`config.mk`:
```
export PLATFORM = sky130hd
export DESIGN_NAME = register_bank_sweep
export DESIGN_NICKNAME = d
export VERILOG_FILES = /design/src/rtl/register_bank_sweep.sv
export SDC_FILE = /design/constraint.sdc
export NUM_CORES = 2
export LEC_CHECK = 0
export CAP_MARGIN = 20
export CORE_AREA = 2 2 312 314
export DETAILED_ROUTE_END_ITERATION = 16
export DIE_AREA = 0 0 314 316
export GPL_TIMING_DRIVEN = 0
export SYNTH_ARGS = -nofsm -noshare
export SYNTH_HDL_FRONTEND = slang
export SYNTH_SLANG_ARGS = --single-unit
```
`constraint.sdc`:
```
create_clock -name Clock -period 26 [get_ports Clock]
set_clock_uncertainty 0.1 [all_clocks]
set_input_delay 5.2 -clock Clock [delete_from_list [all_inputs] [get_ports Clock]]
set_output_delay 5.2 -clock Clock [all_outputs]
set_load 0.1 [all_outputs]
```
`src/rtl/register_bank_sweep.sv`:
```
// DEPTH x DATA_W register bank: one write port, two registered read ports, multi-cycle clear sweep.
// Define REGFILE_BYPASS_EN for same-edge write-to-read forwarding.
module register_bank_sweep #(
    parameter int unsigned DATA_W   = 32,
    parameter int unsigned ADDR_W   = 4,
    parameter int unsigned ZERO_REG = 0
) (
    input  logic              Clock,
    input  logic              Reset,
    input  logic              Write_Enable,
    input  logic [ADDR_W-1:0] Destination,
    input  logic [DATA_W-1:0] Write_Data,
    input  logic [ADDR_W-1:0] Source1,
    input  logic [ADDR_W-1:0] Source2,
    input  logic              Clear_Start,
    output logic              Busy,
    output logic [DATA_W-1:0] Output_1,
    output logic [DATA_W-1:0] Output_2
);
    localparam int unsigned DEPTH = 2 ** ADDR_W;

    typedef enum logic {StIdle, StSweep} state_e;

    state_e            state_q, state_d;
    logic [ADDR_W-1:0] idx_q, idx_d;
    logic [DATA_W-1:0] regs_q [DEPTH];
    logic [DATA_W-1:0] regs_d [DEPTH];
    logic [DATA_W-1:0] out1_q, out2_q;
    logic [DATA_W-1:0] rd1, rd2;
    logic              sweeping;
    logic              wr_accept;

    assign sweeping  = (state_q == StSweep);
    // Writes are dropped during a sweep and, with ZERO_REG, when aimed at entry 0.
    assign wr_accept = Write_Enable && !sweeping &&
                       !((ZERO_REG != 0) && (Destination == '0));

    always_comb begin
        state_d = state_q;
        idx_d   = idx_q;
        case (state_q)
            StIdle: begin
                if (Clear_Start) begin
                    state_d = StSweep;
                    idx_d   = '0;
                end
            end
            StSweep: begin
                idx_d = idx_q + 1'b1;
                if (idx_q == ADDR_W'(DEPTH - 1)) begin
                    state_d = StIdle;
                end
            end
            default: state_d = StIdle;
        endcase
    end

    always_comb begin
        for (int unsigned i = 0; i < DEPTH; i++) begin
            regs_d[i] = regs_q[i];
        end
        if (wr_accept) begin
            regs_d[Destination] = Write_Data;
        end
        if (sweeping) begin
            regs_d[idx_q] = '0;
        end
    end

    always_comb begin
        rd1 = regs_q[Source1];
        rd2 = regs_q[Source2];
`ifdef REGFILE_BYPASS_EN
        if (wr_accept && (Destination == Source1)) begin
            rd1 = Write_Data;
        end
        if (wr_accept && (Destination == Source2)) begin
            rd2 = Write_Data;
        end
        if (sweeping && (idx_q == Source1)) begin
            rd1 = '0;
        end
        if (sweeping && (idx_q == Source2)) begin
            rd2 = '0;
        end
`endif
        if ((ZERO_REG != 0) && (Source1 == '0)) begin
            rd1 = '0;
        end
        if ((ZERO_REG != 0) && (Source2 == '0)) begin
            rd2 = '0;
        end
    end

    always_ff @(posedge Clock or posedge Reset) begin
        if (Reset) begin
            state_q <= StIdle;
            idx_q   <= '0;
        end else begin
            state_q <= state_d;
            idx_q   <= idx_d;
        end
    end

    always_ff @(posedge Clock or posedge Reset) begin
        if (Reset) begin
            for (int unsigned i = 0; i < DEPTH; i++) begin
                regs_q[i] <= '0;
            end
            out1_q <= '0;
            out2_q <= '0;
        end else begin
            for (int unsigned i = 0; i < DEPTH; i++) begin
                regs_q[i] <= regs_d[i];
            end
            out1_q <= rd1;
            out2_q <= rd2;
        end
    end

    assign Busy     = sweeping;
    assign Output_1 = out1_q;
    assign Output_2 = out2_q;

endmodule

```
# Word-level counts from Yosys, hierarchy flattened
# Cells that the tools add are included.
dict set report word_totals {
  register_bits 581
  input_bits 48
  output_inout_bits 65
  wordCells 58
}
dict set report classes {
  add_sub_neg 1
  magnitude_cmp 6
  n_eq_ne 2
  n_mux 18
  n_bitwise 7
  n_reduce_logical 4
}
# cell count
set op_table {}
lappend op_table {{two-way mux 512 bit} 2}
lappend op_table {{AND 512 bit} 1}
lappend op_table {{bitwise mux 512 bit} 1}
lappend op_table {{NOT 512 bit} 1}
lappend op_table {{binary-select mux 32 bit (select 4 bit)} 2}
lappend op_table {{demux 32 bit (select 4 bit)} 2}
lappend op_table {{two-way mux 32 bit} 6}
lappend op_table {{>= comparator 5 bit, second input constant} 4}
lappend op_table {{NOT 4 -> 5 bit} 4}
lappend op_table {{less-than comparator 5 x 1 -> 1 bit, second input constant} 2}
lappend op_table {{one-hot mux 4 bit (2 select lines)} 1}
lappend op_table {{adder 4 x 1 -> 4 bit, second input constant} 1}
lappend op_table {{equality test 4 bit, second input constant} 1}
lappend op_table {{two-way mux 4 bit} 1}
lappend op_table {{logical AND 1 bit} 3}
lappend op_table {{two-way mux 1 bit} 2}
lappend op_table {{!= test 2 bit, second input constant} 1}
lappend op_table {{one-hot mux 1 bit (2 select lines)} 1}
lappend op_table {{logical NOT 1 bit} 1}
lappend op_table {{NOT 1 bit} 1}

# Logic depth before layout (Yosys ltp)
dict set report depth {
  depth_word 9
  ltp_mapped 7
  depth_no_buf 5
}

# Worst setup path before layout
# No wires, ideal clock.
dict set report synth_path {
  path_kind {in2reg}
  startpoint {input Source1[0]}
  endpoint {register out1_q[13] (netlist: Output_1[13])}
  setup_ns 0.124
  arrival_ns 6.405
  t_required_ns 25.776
  setup_slack_ns 19.371
  path_stages 5
  path_buffers 2
  path_cell_list {buf_4 -> buf_2 -> mux4_2 -> a22oi_1 -> nand2_1}
}
dict set report synth_between {
  elab_chain_len 4
}
# element line
set synth_rtl {}
lappend synth_rtl {{from (decl)} 13} ;# input logic [ADDR_W-1:0] Source1,
lappend synth_rtl {{NOT 4 -> 5 bit (implied by the code)} 71} ;# rd1 = regs_q[Source1];
lappend synth_rtl {{binary-select mux 32 bit (select 4 bit)} 71}
lappend synth_rtl {{two-way mux 32 bit (implied by the code) (2 in a row)} 71}
lappend synth_rtl {{net rd1[13]} 29} ;# logic [DATA_W-1:0] rd1, rd2;
lappend synth_rtl {{to (signal assigned)} 116} ;# out1_q <= rd1;
lappend synth_rtl {{to (decl)} 28} ;# logic [DATA_W-1:0] out1_q, out2_q;
# The timed path passes the listed nets, and every way through them passes these cells. The select of a mux whose other input is x is not followed.
# A chain may end at the register's enable or synchronous reset.

# Worst setup path in the final report
dict set report layout_path {
  startpoint {register state_q (netlist: Busy)}
  endpoint {output Busy}
}
# element line
set layout_rtl {}
lappend layout_rtl {{from (decl)} 24} ;# state_e state_q, state_d;
lappend layout_rtl {{from (signal assigned)} 97} ;# state_q <= StIdle;
lappend layout_rtl {{from (signal assigned)} 100} ;# state_q <= state_d;
lappend layout_rtl {{to (decl)} 16} ;# output logic Busy,
# No word-level cell between the ends.

==> results.toml <==
[run_status]
status = "complete, no violations"

[synth]
synthTopCellsByCount = "dfrtp_1 (581), nand3_1 (513), a21oi_1 (512)"
synth_top_area_share_pct = 46.3
yosysMostFrequentCell = "dfrtp_1"
syn-num-nets = 3110
yosysTopAreaCell = "dfrtp_1"
ys_seq_elements = 581
ys_seq_area_share_pct = 46.3
synth_ff_type = "dfrtp_1"
synth_area_um2 = 31400
syn-instance-count = 3058
synth.distinct_cells = 36
synth.yosys.warnings = 0
ys_top_cells_by_area = "dfrtp_1 (46%), mux4_2 (18%), nand3_1 (8.2%), a21oi_1 (8.2%), o21ai_0 (7.4%)"
synth.avg_cell_area_um2 = 10.3
ys_async_sr_fraction_pct = 100
synth_edf_count = 0

[die]
die_y_um = 316
dieArea_um2 = 99200
core_um2 = 96000
rows = 114
start_util_pct = 32.7
die_w_um = 314
ios = 113

[finish]
n_fill_cell = 9539
drive_gt1_share_pct = 15.1
fin_nets = 3260
stdcell_area_um2 = 36100
fin_util_pct = 37.6
syn2layout_area_growth_pct = 14.9

[critical_path]
critical-path-top-delay-family = "buffers and inverters"
crit_arrival_ns = 2.17
cp_num_buf_inv = 1
end_kind = "output port"
reg2regPathDepth = 6
startpoint_type = "register"
required_ns = 20.70
worstReg2RegStart = "idx_q[0]$_DFFE_PP0P_"
path_class = "register to output port"
worst-path-max-fanout = 3
r2r_end = "regs_q[509]$_DFF_PP0_"
cp_slowest_cell = "clkdlybuf4s50_1"
path_cells = "clkdlybuf4s50_1"
reg2reg_slack_ns = 23.29
cpPeakStageDelay_ns = 1.15

[grt]
grt_most_used_layer = "met2"
grt_max_degree = 118
first_global_vias = 28700
grt_pass1_wl_mm = 192
met3_usage_pct = 9.02
antenna_found_initial = 10
grt_usage_pct = 26.3
globalRouteOverflowTotal = 0
use_met2_pct = 41.0
grt_use_met1_pct = 32.4

[timing]
hold_viol = 0
fin_crit_sh_pct = 28.7
period_minus_slack_ns = 7.47
final_max_slew_viol_count = 0
max_freq_mhz = 134
hold-worst-slack_ns = 0.456
tightest_slew_ns = 1.12
relSlewSlack_pct = 24.7
setup_viol = 0
rsz0062_at_grt = "no"

[clock_tree]
clk_path_buf_depth = 3
htreeDepth = 3
clk_pin_slew_ns = 0.06
clkSinkCount = 581
cts_resized = 0
worstSkewPairLatency_ns = 0.63
tritoncts = "done"
numCtsBuffers = 66
clockRootBuffer = "clkbuf_16"
ctsHoldBuffers = 0
cts_setup_buffers = 0

[place]
routabilityCongestion = 0.964
placed_area_um2 = 33900
portBuffers = 76
dpl.hpwl_mm = 96.2

[run]
max-cap-violations = 0

[power]
max-vdd-ir-drop_uv = 58.9
p_leak_nw = 14.3
powerDensity_nw_per_um2 = 80.7
clkPwrFrac_pct = 33.0
p_total_mw = 2.91
seq_power_share_pct = 39.8
p_int_mw = 1.87
sw_frac_of_total_pct = 36.0
combPwrFrac_pct = 27.2
p_switching_mw = 1.05

[route]
drtAntennaViolNets = 0
wire_per_inst_um = 29.0
vias = 28600
drt_wl_total_mm = 132
drtPass1Iterations = 6
drtIter0Drc = 3893
viasPerCell = 6.31
drc_errors = 0

[worst_hold_path]
holdPathEnd = "regs_q[118]$_DFF_PP0_"
hold_path_depth = 2
min-delay-start = "regs_q[118]$_DFF_PP0_"
hold_path.class = "register to register"
state kept, by name (all words and copies together), names as in the netlist:
register	cells
Output_1	32
Output_2	32
regs_q	512
idx_q	4
Busy	1
how the worst max path moves through the flow:
stage          slack, ns                    end  cells after the start      startpoint
2_1_floorplan       4.44         Busy$_DFF_PP0_                      1           Reset
3_3_place_gp       -3.69    regs_q[8]$_DFF_PP0_                      2           Reset
4_1_cts            18.51                   Busy                      1  Busy$_DFF_PP0_
3_5_place_dp       18.19  regs_q[471]$_DFF_PP0_                      7  Destination[3]
6_report           18.53                   Busy                      1  Busy$_DFF_PP0_
5_1_grt            18.49                   Busy                      1  Busy$_DFF_PP0_
power groups by stage:
stage / Clock [mW] / Combinational (mW) / Sequential, mW
floorplan: 0 / 0.417 / 1.25
finish: 0.961 / 0.792 / 1.16
CTS: 0.964 / 0.770 / 1.16
global placement: 0 / 0.755 / 1.16
detailed placement: 0 / 0.768 / 1.17
global route: 1.00 / 0.828 / 1.18
cells by family after synthesis:
kind of cell / count (synthesis) / synth area share (%)
DFF: 581 / 46.3
buffers and inverters: 429 / 5.79
and+or+nand+nor: 630 / 9.92
xor gates and xnor gates: 2 / 0.0557
adders and majority gates: 4 / 0.159
AOI/OAI and AO/OA: 1155 / 19.4
muxes: 257 / 18.4
placed cells by master (no fill, tap or decap), types with 9 or more instances in the layout:
master	instances
dfrtp_1	581
clkinv_2	12
clkbuf_16	69
mux4_2	256
clkbuf_2	9
buf_1	28
clkdlybuf4s50_1	76
buf_4	9
clkbuf_1	290
o21ai_0	464
clkbuf_8	14
nor2_1	17
nand3_1	513
buf_2	99
a21oi_1	512
o21ai_1	48
a22oi_1	128
nand2_1	72
stage by stage:
step | TNS (ns) | setup WS (ns) | cells
after floorplan | 0 | 4.44 | 3058
after global placement | -2093.24 | -3.69 | 4410
after global routing | 0 | 18.49 | 4533
after CTS | 0 | 18.51 | 4529
after detailed placement | 0 | 18.19 | 4415
final | 0 | 18.53 | 4537
layer usage:
layer / wire (µm) / part of all wire [%] / up-vias
met4: 6930 / 5.3 / 4
met5: 25 / 0.019 / -
met2: 60400 / 46 / 1841
li1: - / - / 11800
met1: 48100 / 36 / 14600
met3: 16300 / 12 / 415
area by class of cell:
| type | instances | area [µm²] | area share [%] |
|---|---|---|---|
| diodes | 7 | 17.5 | 0.0485 |
| clock inverters | 19 | 184 | 0.509 |
| flip-flops and latches | 581 | 14500 | 40.3 |
| multi-input cells | 2048 | 15100 | 41.7 |
| plain buffers | 426 | 1810 | 5.01 |
| well taps | 1276 | 1600 | 4.42 |
| clock buffers | 95 | 1960 | 5.44 |
| repair buffers | 82 | 903 | 2.50 |
| inverters | 3 | 18.8 | 0.0520 |
No activity file was read; power rests on OpenSTA's default activity.
